**config.mk**
```make
export PLATFORM = sky130hd
export DESIGN_NAME = axi_lite_to_axi_pc
export DESIGN_NICKNAME = d
export VERILOG_FILES = /design/src/rtl/axi_lite_to_axi_pc.sv
export SDC_FILE = /design/constraint.sdc
export NUM_CORES = 1
export LEC_CHECK = 0
export CAP_MARGIN = 25
export CORE_AREA = 2 2 208 210
export CTS_CLUSTER_SIZE = 10
export DETAILED_ROUTE_END_ITERATION = 10
export DIE_AREA = 0 0 210 212
export PLACE_DENSITY = 0.51
export SYNTH_ARGS = -nofsm -noshare
export SYNTH_HDL_FRONTEND = slang
export SYNTH_SLANG_ARGS = --single-unit
```
**constraint.sdc**
```tcl
create_clock -name Clk_CI -period 1.93 [get_ports Clk_CI]
set_input_delay 0.386 -clock Clk_CI [delete_from_list [all_inputs] [get_ports Clk_CI]]
set_output_delay 0.386 -clock Clk_CI [all_outputs]
set_load 0.02 [all_outputs]
```
**src/rtl/axi_lite_to_axi_pc.sv**
```systemverilog
// AXI4-Lite slave to AXI4 master protocol converter: each Lite access becomes one single-beat INCR burst with a fixed ID.
// Latency: Lite AW+W (or AR) accepted in cycle n is presented on the AXI4 side in cycle n+1; B and R return combinationally.
// Backpressure: one write and one read in flight; Lite readies stay low until the previous response has handshaked.
//
// Ports: Clk_CI / Rst_RBI (async, active low); lite_* = AXI-Lite slave (aw, w, b, ar, r);
//        axi_* = AXI4 master (aw, w, b, ar, r). b_user / r_user are not carried.
// Optional: define AXI_LITE_TO_AXI_RESP_CHECK_EN to turn unexpected b_id / r_id / r_last into SLVERR.
module axi_lite_to_axi_pc #(
  parameter int AXI_ADDR_WIDTH = 32,
  parameter int AXI_DATA_WIDTH = 64,
  parameter int AXI_ID_WIDTH   = 10,
  parameter int AXI_USER_WIDTH = 1,
  parameter int AXI_ID_VALUE   = 0
) (
  input  logic                        Clk_CI,
  input  logic                        Rst_RBI,
  // AXI-Lite slave side
  input  logic [AXI_ADDR_WIDTH-1:0]   lite_aw_addr,
  input  logic                        lite_aw_valid,
  output logic                        lite_aw_ready,
  input  logic [AXI_DATA_WIDTH-1:0]   lite_w_data,
  input  logic [AXI_DATA_WIDTH/8-1:0] lite_w_strb,
  input  logic                        lite_w_valid,
  output logic                        lite_w_ready,
  output logic [1:0]                  lite_b_resp,
  output logic                        lite_b_valid,
  input  logic                        lite_b_ready,
  input  logic [AXI_ADDR_WIDTH-1:0]   lite_ar_addr,
  input  logic                        lite_ar_valid,
  output logic                        lite_ar_ready,
  output logic [AXI_DATA_WIDTH-1:0]   lite_r_data,
  output logic [1:0]                  lite_r_resp,
  output logic                        lite_r_valid,
  input  logic                        lite_r_ready,
  // AXI4 master side
  output logic [AXI_ID_WIDTH-1:0]     axi_aw_id,
  output logic [AXI_ADDR_WIDTH-1:0]   axi_aw_addr,
  output logic [7:0]                  axi_aw_len,
  output logic [2:0]                  axi_aw_size,
  output logic [1:0]                  axi_aw_burst,
  output logic                        axi_aw_lock,
  output logic [3:0]                  axi_aw_cache,
  output logic [2:0]                  axi_aw_prot,
  output logic [3:0]                  axi_aw_qos,
  output logic [3:0]                  axi_aw_region,
  output logic [5:0]                  axi_aw_atop,
  output logic [AXI_USER_WIDTH-1:0]   axi_aw_user,
  output logic                        axi_aw_valid,
  input  logic                        axi_aw_ready,
  output logic [AXI_DATA_WIDTH-1:0]   axi_w_data,
  output logic [AXI_DATA_WIDTH/8-1:0] axi_w_strb,
  output logic                        axi_w_last,
  output logic [AXI_USER_WIDTH-1:0]   axi_w_user,
  output logic                        axi_w_valid,
  input  logic                        axi_w_ready,
  input  logic [AXI_ID_WIDTH-1:0]     axi_b_id,
  input  logic [1:0]                  axi_b_resp,
  input  logic                        axi_b_valid,
  output logic                        axi_b_ready,
  output logic [AXI_ID_WIDTH-1:0]     axi_ar_id,
  output logic [AXI_ADDR_WIDTH-1:0]   axi_ar_addr,
  output logic [7:0]                  axi_ar_len,
  output logic [2:0]                  axi_ar_size,
  output logic [1:0]                  axi_ar_burst,
  output logic                        axi_ar_lock,
  output logic [3:0]                  axi_ar_cache,
  output logic [2:0]                  axi_ar_prot,
  output logic [3:0]                  axi_ar_qos,
  output logic [3:0]                  axi_ar_region,
  output logic [AXI_USER_WIDTH-1:0]   axi_ar_user,
  output logic                        axi_ar_valid,
  input  logic                        axi_ar_ready,
  input  logic [AXI_ID_WIDTH-1:0]     axi_r_id,
  input  logic [AXI_DATA_WIDTH-1:0]   axi_r_data,
  input  logic [1:0]                  axi_r_resp,
  input  logic                        axi_r_last,
  input  logic                        axi_r_valid,
  output logic                        axi_r_ready
);

  localparam logic [AXI_ID_WIDTH-1:0] ID_VAL = AXI_ID_WIDTH'(AXI_ID_VALUE);
  localparam logic [2:0] SIZE_VAL = 3'($clog2(AXI_DATA_WIDTH/8));

  typedef enum logic [1:0] {W_IDLE, W_ISSUE, W_RESP} w_state_t;
  typedef enum logic [1:0] {R_IDLE, R_ISSUE, R_RESP} r_state_t;

  w_state_t w_state, w_state_nxt;
  r_state_t r_state, r_state_nxt;

  logic                        aw_buf_vld, w_buf_vld, aw_done, w_done;
  logic [AXI_ADDR_WIDTH-1:0]   aw_addr_q, ar_addr_q;
  logic [AXI_DATA_WIDTH-1:0]   w_data_q;
  logic [AXI_DATA_WIDTH/8-1:0] w_strb_q;

  logic aw_acc, w_acc, aw_hs, w_hs, b_hs, ar_acc, ar_hs, r_hs;

  // Constant AXI4 burst attributes: single beat, full bus width, INCR.
  assign axi_aw_id     = ID_VAL;
  assign axi_aw_addr   = aw_addr_q;
  assign axi_aw_len    = 8'd0;
  assign axi_aw_size   = SIZE_VAL;
  assign axi_aw_burst  = 2'b01;
  assign axi_aw_lock   = 1'b0;
  assign axi_aw_cache  = 4'd0;
  assign axi_aw_prot   = 3'd0;
  assign axi_aw_qos    = 4'd0;
  assign axi_aw_region = 4'd0;
  assign axi_aw_atop   = 6'd0;
  assign axi_aw_user   = '0;
  assign axi_w_data    = w_data_q;
  assign axi_w_strb    = w_strb_q;
  assign axi_w_last    = 1'b1;
  assign axi_w_user    = '0;
  assign axi_ar_id     = ID_VAL;
  assign axi_ar_addr   = ar_addr_q;
  assign axi_ar_len    = 8'd0;
  assign axi_ar_size   = SIZE_VAL;
  assign axi_ar_burst  = 2'b01;
  assign axi_ar_lock   = 1'b0;
  assign axi_ar_cache  = 4'd0;
  assign axi_ar_prot   = 3'd0;
  assign axi_ar_qos    = 4'd0;
  assign axi_ar_region = 4'd0;
  assign axi_ar_user   = '0;

  // Handshake-facing outputs. Lite readies are additionally gated by reset so
  // nothing is accepted while the block is held in reset.
  assign lite_aw_ready = Rst_RBI && (w_state == W_IDLE) && !aw_buf_vld;
  assign lite_w_ready  = Rst_RBI && (w_state == W_IDLE) && !w_buf_vld;
  assign axi_aw_valid  = (w_state == W_ISSUE) && !aw_done;
  assign axi_w_valid   = (w_state == W_ISSUE) && !w_done;
  assign lite_b_valid  = (w_state == W_RESP) && axi_b_valid;
  assign axi_b_ready   = (w_state == W_RESP) && lite_b_ready;
  assign lite_ar_ready = Rst_RBI && (r_state == R_IDLE);
  assign axi_ar_valid  = (r_state == R_ISSUE);
  assign lite_r_valid  = (r_state == R_RESP) && axi_r_valid;
  assign axi_r_ready   = (r_state == R_RESP) && lite_r_ready;
  assign lite_r_data   = axi_r_data;

  assign aw_acc = lite_aw_valid && lite_aw_ready;
  assign w_acc  = lite_w_valid && lite_w_ready;
  assign aw_hs  = axi_aw_valid && axi_aw_ready;
  assign w_hs   = axi_w_valid && axi_w_ready;
  assign b_hs   = lite_b_valid && lite_b_ready;
  assign ar_acc = lite_ar_valid && lite_ar_ready;
  assign ar_hs  = axi_ar_valid && axi_ar_ready;
  assign r_hs   = lite_r_valid && lite_r_ready;

`ifdef AXI_LITE_TO_AXI_RESP_CHECK_EN
  // A response that does not belong to our fixed ID (or a read that is not the
  // last beat) means the downstream is misbehaving: report it as SLVERR.
  assign lite_b_resp = (axi_b_id != ID_VAL) ? 2'b10 : axi_b_resp;
  assign lite_r_resp = ((axi_r_id != ID_VAL) || !axi_r_last) ? 2'b10 : axi_r_resp;
`else
  assign lite_b_resp = axi_b_resp;
  assign lite_r_resp = axi_r_resp;
  logic unused_resp_fields;
  assign unused_resp_fields = ^{axi_b_id, axi_r_id, axi_r_last};
`endif

  always_ff @(posedge Clk_CI or negedge Rst_RBI) begin
    if (!Rst_RBI) begin
      w_state <= W_IDLE;
      r_state <= R_IDLE;
    end else begin
      w_state <= w_state_nxt;
      r_state <= r_state_nxt;
    end
  end

  always_comb begin
    w_state_nxt = w_state;
    case (w_state)
      // Flags set in this same cycle count, so AW and W arriving together
      // move straight to W_ISSUE.
      W_IDLE:  if ((aw_buf_vld || aw_acc) && (w_buf_vld || w_acc)) w_state_nxt = W_ISSUE;
      W_ISSUE: if ((aw_done || aw_hs) && (w_done || w_hs)) w_state_nxt = W_RESP;
      W_RESP:  if (b_hs) w_state_nxt = W_IDLE;
      default: w_state_nxt = W_IDLE;
    endcase
  end

  always_comb begin
    r_state_nxt = r_state;
    case (r_state)
      R_IDLE:  if (ar_acc) r_state_nxt = R_ISSUE;
      R_ISSUE: if (ar_hs) r_state_nxt = R_RESP;
      R_RESP:  if (r_hs) r_state_nxt = R_IDLE;
      default: r_state_nxt = R_IDLE;
    endcase
  end

  always_ff @(posedge Clk_CI or negedge Rst_RBI) begin
    if (!Rst_RBI) begin
      aw_buf_vld <= 1'b0;
      w_buf_vld  <= 1'b0;
      aw_done    <= 1'b0;
      w_done     <= 1'b0;
      aw_addr_q  <= '0;
      w_data_q   <= '0;
      w_strb_q   <= '0;
      ar_addr_q  <= '0;
    end else begin
      if (aw_acc) begin
        aw_buf_vld <= 1'b1;
        aw_addr_q  <= lite_aw_addr;
      end
      if (w_acc) begin
        w_buf_vld <= 1'b1;
        w_data_q  <= lite_w_data;
        w_strb_q  <= lite_w_strb;
      end
      if (aw_hs) aw_done <= 1'b1;
      if (w_hs)  w_done  <= 1'b1;
      if (b_hs) begin
        aw_buf_vld <= 1'b0;
        w_buf_vld  <= 1'b0;
        aw_done    <= 1'b0;
        w_done     <= 1'b0;
      end
      if (ar_acc) ar_addr_q <= lite_ar_addr;
    end
  end

endmodule

```
==> summary.txt, run 1 <==
Clocking
  – Clock buffer depth: 2
  – H-Tree Depth: 4
  – Clock Sink Count: 144
  – Reg clk slew, reported paths: 0.06 ns
  – Clk Latency, worst-skew pair: 0.46 ns
  – CTS Root Cell: clkbuf_16
  – Cts bufs inserted: 17
  – CTS tree: done

Route
  – Vias/cell: 3.257
  – Metal3 WL: 2101 um
  – Final WL: 18760 um
  – DR WL met2: 8944 um
  – Routed len/inst: 14.30 um
  – DRC violations left: 0
  – Wl on met1: 7241 um
  – DR iter-0 viols: 112
  – TritonRoute pass-1 iters: 4
  – Uppermost layer routed: met5
  – Vias: 4273
  – Final ANT Viol Nets: 0

Yosys
  – Synth area leader: dfrtp_1
  – Post-synth top flop: dfrtp_1
  – FFs w/ async S/R, synth: 100.0%
  – Top cell type's share of synthesized area: 51.58%
  – Mapped cell area: 0.006987 sq mm
  – Seq/Total Area, Yosys: 51.58%
  – Post-synth top cells: 159 x buf_4, 144 x dfrtp_1, 70 x mux2_4
  – Yosys warnings: 0
  – Syn Area/Cell: 14.17 sq um
  – Post-synth EDFFs: 0
  – FF+latch count, synth: 144
  – Top-count cell post-synth: buf_4
  – Synth area leaders: dfrtp_1 52%, buf_4 17%, mux2_4 15%
  – Distinct cell type count after synthesis: 25
  – Post-synthesis instance total: 493

Cells and area
  – FF/Latch Area: 0.003606 sq mm
  – Layout cells sized above 1: 28.07%
  – Fin nets: 990
  – Filler cell count: 4533
  – Diodes inserted: 0
  – Final Cell Area: 0.01049 sq mm
  – P&R area growth vs syn: 50.13%
  – Area of the multi-input gates: 0.002404 sq mm

STA
  – Final Critical Period: 1.962 ns
  – Final period util: 101.7%
  – Setup TNS Final: -0.05125 ns
  – Worst slew pin tran: 0.5114 ns
  – Pins Over Slew Limit: 0
  – Final Skew: 0.009537 ns
  – RSZ-0062 raised after global routing: true
  – # setup viols final: 3
  – Slew headroom: 65.91%
  – Final Hold Vio Count: 0
  – Maximum clock rate: 509.6 MHz
  – Worst setup margin: -0.03248 ns

Global route
  – Largest net degree at the start of global routing: 38
  – Tot GR Track Use: 8.481%
  – First-pass GRT wire length: 27280 um
  – Overflow after GRT: 0
  – Vias in the first global route: 4443
  – Initial antenna violation count: 1

Floorplan
  – Placement Rows: 76
  – Die Y: 212 um
  – IO Pins: 539
  – Core Footprint: 0.04251 sq mm
  – Area of the die: 0.04452 sq mm
  – Die X: 210 um
  – Initial core utilization: 16.44%

Pwr
  – Leak: 4.740 nW
  – Pwr Total: 16.77 mW
  – VDD IR max: 696.1 uV
  – PD cells: 1599 mW/mm^2

Placement
  – Port Buffer Count: 293
  – Post-place setup slack: -0.08933 ns
  – Gp weighted congestion: 0.7104
  – DP Area: 0.009842 sq mm
  – DP Wirelength: 14100 um

Job
  – Max-capacitance violation count: 0

Run status
  – Failing checks: setup timing
  – Status: complete, but fails checks

Setup path
  – CP Launch Type: flop
  – Crit Path Max Fanout: 4
  – Arr. time, crit path: 1.58 ns
  – CP Class: flop to primary output
  – CP required: 1.54 ns
  – Critical Path Sink Type: primary output

Worst hold path
  – Worst min-delay path class: input pin to asynchronous set/reset pin
==> metal layers <==
layer,track usage [%],vias up
li1,-,1940
met1,9.074,2054
met2,13.07,244
met3,4.963,33
met4,4.793,2
met5,0,-
==> path summary, 6_finish.rpt <==
path / from / end / slack [ns] / cells past startpoint
setup / recovery: w_state[1] / lite_w_ready / -0.03 / 4
setup reg to reg: w_state[1] / axi_w_data[17] / 0.08 / 6
min in group Clk_CI: Rst_RBI / aw_buf_vld / 0.45 / 4
max in group asynchronous: Rst_RBI / axi_w_data[5] / 0.97 / 3
hold reg to reg: axi_aw_addr[28] / axi_aw_addr[28] / 0.49 / 1
hold / removal: Rst_RBI / w_buf_vld / 0.05 / 2
==> per-stage QoR <==
| step | hold WS, ns | util (%) | cells |
|---|---|---|---|
| floorplan | 0.09041 | - | 579 |
| global placement | 0.2086 | 23.15 | 1271 |
| detailed placement | 0.2121 | 23.15 | 1271 |
| CTS | 0.01777 | 24.53 | 1307 |
| global route | 0.05914 | 24.68 | 1312 |
| finish | 0.04547 | 24.68 | 1312 |
==> sequential cells by signal, indices dropped and copies added (netlist names) <==
name         count
axi_w_data      64
r_state          2
aw_buf_vld       1
aw_done          1
axi_aw_addr     32
w_buf_vld        1
w_done           1
axi_ar_addr     32
axi_w_strb       8
w_state          2
==> cells in the final DEF, fill, tap and decap left out, types with 2 or more instances in the layout <==
| cell | instances |
|---|---|
| clkdlybuf4s50_1 | 267 |
| mux2_1 | 7 |
| nor2_1 | 3 |
| nand2_1 | 3 |
| a21oi_1 | 6 |
| buf_4 | 28 |
| nor2_4 | 2 |
| dfrtp_2 | 2 |
| buf_2 | 3 |
| nor4b_4 | 2 |
| clkbuf_1 | 2 |
| clkinvlp_4 | 4 |
| dfrtp_1 | 142 |
| conb_1 | 88 |
| clkbuf_8 | 2 |
| clkinv_2 | 2 |
| buf_12 | 5 |
| mux2_4 | 70 |
| a31oi_1 | 3 |
| buf_6 | 5 |
| dlymetal6s2s_1 | 3 |
| nand2_2 | 2 |
| clkbuf_16 | 17 |
| dlygate4sd2_1 | 12 |
| mux2_2 | 59 |
| nor2b_2 | 2 |
| and2_1 | 5 |
| inv_6 | 4 |
| nand3_1 | 2 |
==> worst max-delay path: stages (launching register included) <==
cell	delay, ns
dfrtp_2	0.43
buf_6	0.13
nor4b_4	0.28
buf_4	0.16
buf_6	0.12
==> repair_timing <==
action	in CTS	in global routing
gates resized for setup	49	15
setup endpoints to repair	23	11
setup buffers	3	5
hold buffers	1	0
pin swaps	1	2
hold endpoints to repair	1	0
==> where the power goes <==
| part | total, mW | switching, mW | internal (mW) |
|---|---|---|---|
| registers | 5.38 | 0.857 | 4.53 |
| clock network | 3.25 | 1.40 | 1.85 |
| logic | 8.14 | 3.63 | 4.51 |
| total | 16.8 | 5.89 | 10.9 |
==> cell families after synthesis <==
group | count (synthesis) | synth area share, %
buf+inv | 173 | 19.04
flops | 144 | 51.58
mux | 136 | 25.68
simple gates | 24 | 2.382
compound gates | 14 | 1.218
other cells | 2 | 0.1075
==> cell type report <==
cell class                      count  area share (%)
Clock buffer                       21           4.390
Clock inverter                     11           1.002
Inverter                            2         0.07157
Multi-Input combinational cell    262           22.92
Sequential cell                   144           34.38
Tap cell                          546           6.513
Timing Repair Buffer              326           30.73
Power figures use the tool's default switching activity.
==> run 2, diff against run 1 <==
--- a/config.mk
+++ b/config.mk
@@ -10,7 +10,10 @@
 export CTS_CLUSTER_SIZE = 10
 export DETAILED_ROUTE_END_ITERATION = 10
 export DIE_AREA = 0 0 210 212
+export HOLD_SLACK_MARGIN = 0.12
 export PLACE_DENSITY = 0.51
+export REMOVE_ABC_BUFFERS = 1
+export SKIP_LAST_GASP = 1
 export SYNTH_ARGS = -nofsm -noshare
 export SYNTH_HDL_FRONTEND = slang
 export SYNTH_SLANG_ARGS = --single-unit
==> run 2 against run 1 <==
  * The run now ends clean
  * Largest power group unchanged
  * Fmax is 3.9% higher
  * First-iteration DRC count is 78% higher
  * Sequential cell count stayed put
  * Wire length increased by 43%
  * Clock power is 7.1% higher
  * Sequential power grew 0.9%
  * Combinational power up 1%
  * Register-to-register slack better by 0.14 ns
==> summary.txt, run 2 (same netlist as run 1, synthesis figures left out) <==
Route
  – TritonRoute pass-1 iters: 4 (unchanged)
  – Metal3 WL: 5851 um (+180%)
  – Routed len/inst: 20.35 um (+42%)
  – DRC violations left: 0 (unchanged)
  – Vias: 4528 (+6.0%)
  – Uppermost layer routed: met5
  – Final WL: 26740 um (+43%)
  – Vias/cell: 3.446 (+5.8%)
  – Final ANT Viol Nets: 0 (unchanged)
  – Wl on met1: 10790 um (+49%)
  – DR WL met2: 9281 um (+3.8%)
  – DR iter-0 viols: 199 (+78%)

STA
  – Slew headroom: 44.33% (-22 points)
  – Final Skew: 0.006284 ns (-0.003253 ns)
  – Final Hold Vio Count: 0 (unchanged)
  – Maximum clock rate: 529.4 MHz (+3.9%)
  – Final period util: 97.87% (-3.8 points)
  – # setup viols final: 0 (-3)
  – RSZ-0062 raised after global routing: true
  – Final Critical Period: 1.889 ns (-0.07355 ns)
  – Worst slew pin tran: 0.8351 ns (+0.3237 ns)
  – Pins Over Slew Limit: 0 (unchanged)

Setup path
  – CP required: 1.54 ns (about the same)
  – FF-to-FF setup slack: 0.22 ns (+0.14 ns)
  – CP Cell Sequence: nor4b_4, buf_2
  – CP Launch Type: flop
  – Crit Path Max Fanout: 4 (unchanged)
  – CP Class: flop to primary output
  – Reg2Reg Depth: 5 (-1)
  – Slowest CP cell: dfrtp_2
  – Arr. time, crit path: 1.50 ns (-0.08 ns)
  – CP peak stage delay: 0.45 ns (+0.02 ns)
  – Critical Path Sink Type: primary output

Placement
  – Gp weighted congestion: 0.7820 (+10%)
  – DP Wirelength: 21440 um (+52%)
  – Port Buffer Count: 293 (unchanged)
  – DP Area: 0.009897 sq mm (+0.56%)

Cells and area
  – Layout cells sized above 1: 28.13% (+0.057 points)
  – Max reg flops: 64 (unchanged)
  – Diodes inserted: 0 (unchanged)
  – Fin util: 24.87% (+0.19 points)
  – Most frequent cells in the layout: 274 x clkdlybuf4s50_1, 142 x dfrtp_1, 88 x conb_1
  – P&R area growth vs syn: 51.29%
  – Final Cell Area: 0.01057 sq mm (+0.78%)
  – Most common cell after layout, fill and taps aside: clkdlybuf4s50_1
  – Fin nets: 992 (+0.20%)

Clocking
  – Clock buffer depth: 2 (unchanged)
  – Reg clk slew, reported paths: 0.06 ns (about the same)
  – H-Tree Depth: 4 (unchanged)
  – Clock Sink Count: 144 (unchanged)
  – CTS tree: done
  – Cts bufs inserted: 17 (unchanged)
  – CTS Root Cell: clkbuf_16
  – Clk Latency, worst-skew pair: 0.44 ns (-0.02 ns)

Floorplan
  – Die Y: 212 um (unchanged)
  – Placement Rows: 76 (unchanged)
  – IO Pins: 539 (unchanged)
  – Area of the die: 0.04452 sq mm (unchanged)
  – Die X: 210 um (unchanged)
  – Initial core utilization: 16.44% (unchanged)
  – Core Footprint: 0.04251 sq mm (unchanged)

Job
  – Max-capacitance violation count: 0 (unchanged)

Global route
  – Tot GR Track Use: 12.00% (+3.5 points)
  – Initial antenna violation count: 3 (+2)
  – First-pass GRT wire length: 36010 um (+32%)
  – Vias in the first global route: 4617 (+3.9%)
  – Overflow after GRT: 0 (unchanged)
  – Largest net degree at the start of global routing: 61 (+61%)

Worst hold path
  – Worst min-delay path class: flop to flop
  – Hold Crit Depth: 1

Run status
  – Status: finished clean

Pwr
  – PD cells: 1624 mW/mm^2 (+1.6%)
  – Leak: 4.731 nW (-0.18%)
  – VDD IR max: 781.1 uV (+12%)
-- run 2: per-stage QoR --
stage               TNS (ns)  power, mW  hold WS [ns]  setup WS [ns]  instances
floorplan             -42.36      9.483       0.09041        -0.4710        408
global placement     -0.1989      13.66        0.3858       -0.08442       1276
detailed placement   -0.1883      13.71        0.3863       -0.08282       1276
CTS                  -0.3378      17.30        0.4804        -0.2048       1310
global route        -0.04990      18.09        0.5113       -0.02517       1314
finish                     0      17.17        0.4908        0.04107       1314
-- run 2: metal layers --
metal  up-vias  global-route usage (%)
met5         -                   7.898
met4        12                   4.206
met3        32                   13.10
met2       385                   13.56
met1      2159                   13.33
li1       1940                       -
-- run 2: final timing paths --
path / startpoint / to
min reg2reg: axi_aw_addr[25] / axi_aw_addr[25]
max: w_state[0] / lite_w_ready
min: axi_aw_addr[25] / axi_aw_addr[25]
min in group asynchronous: Rst_RBI / axi_w_data[59]
max in group asynchronous: Rst_RBI / w_state[1]
max reg2reg: w_state[0] / axi_w_data[39]
-- run 2: critical path: cells and delay by family (launching register included) --
| kind | cells | cell delay, ns |
|---|---|---|
| DFF | 1 | 0.45 |
| and+or+nand+nor | 1 | 0.37 |
| buffers and inverters | 1 | 0.24 |
-- run 2: cell type report --
class | count | area (sq um)
Fill cell | 4477 | 31940
Sequential cell | 144 | 3606
Timing Repair Buffer | 328 | 3261
Multi-Input combinational cell | 262 | 2406
Tap cell | 546 | 683.2
Clock buffer | 19 | 442.9
Clock inverter | 13 | 161.4
Inverter | 2 | 10.01
-- run 2: timing repair --
item	in CTS	in global routing
setup buffers	1	5
endpoints found under the hold margin	7	0
resized for setup	43	20
hold buffers	1	0
setup endpoints to repair	18	6
cloned	0	0
pin swaps	0	3
-- run 2: power breakdown --
group          switching, mW  total [mW]  internal (mW)
clock network           1.42        3.48           2.07
registers              0.905        5.43           4.53
logic                   3.70        8.25           4.55
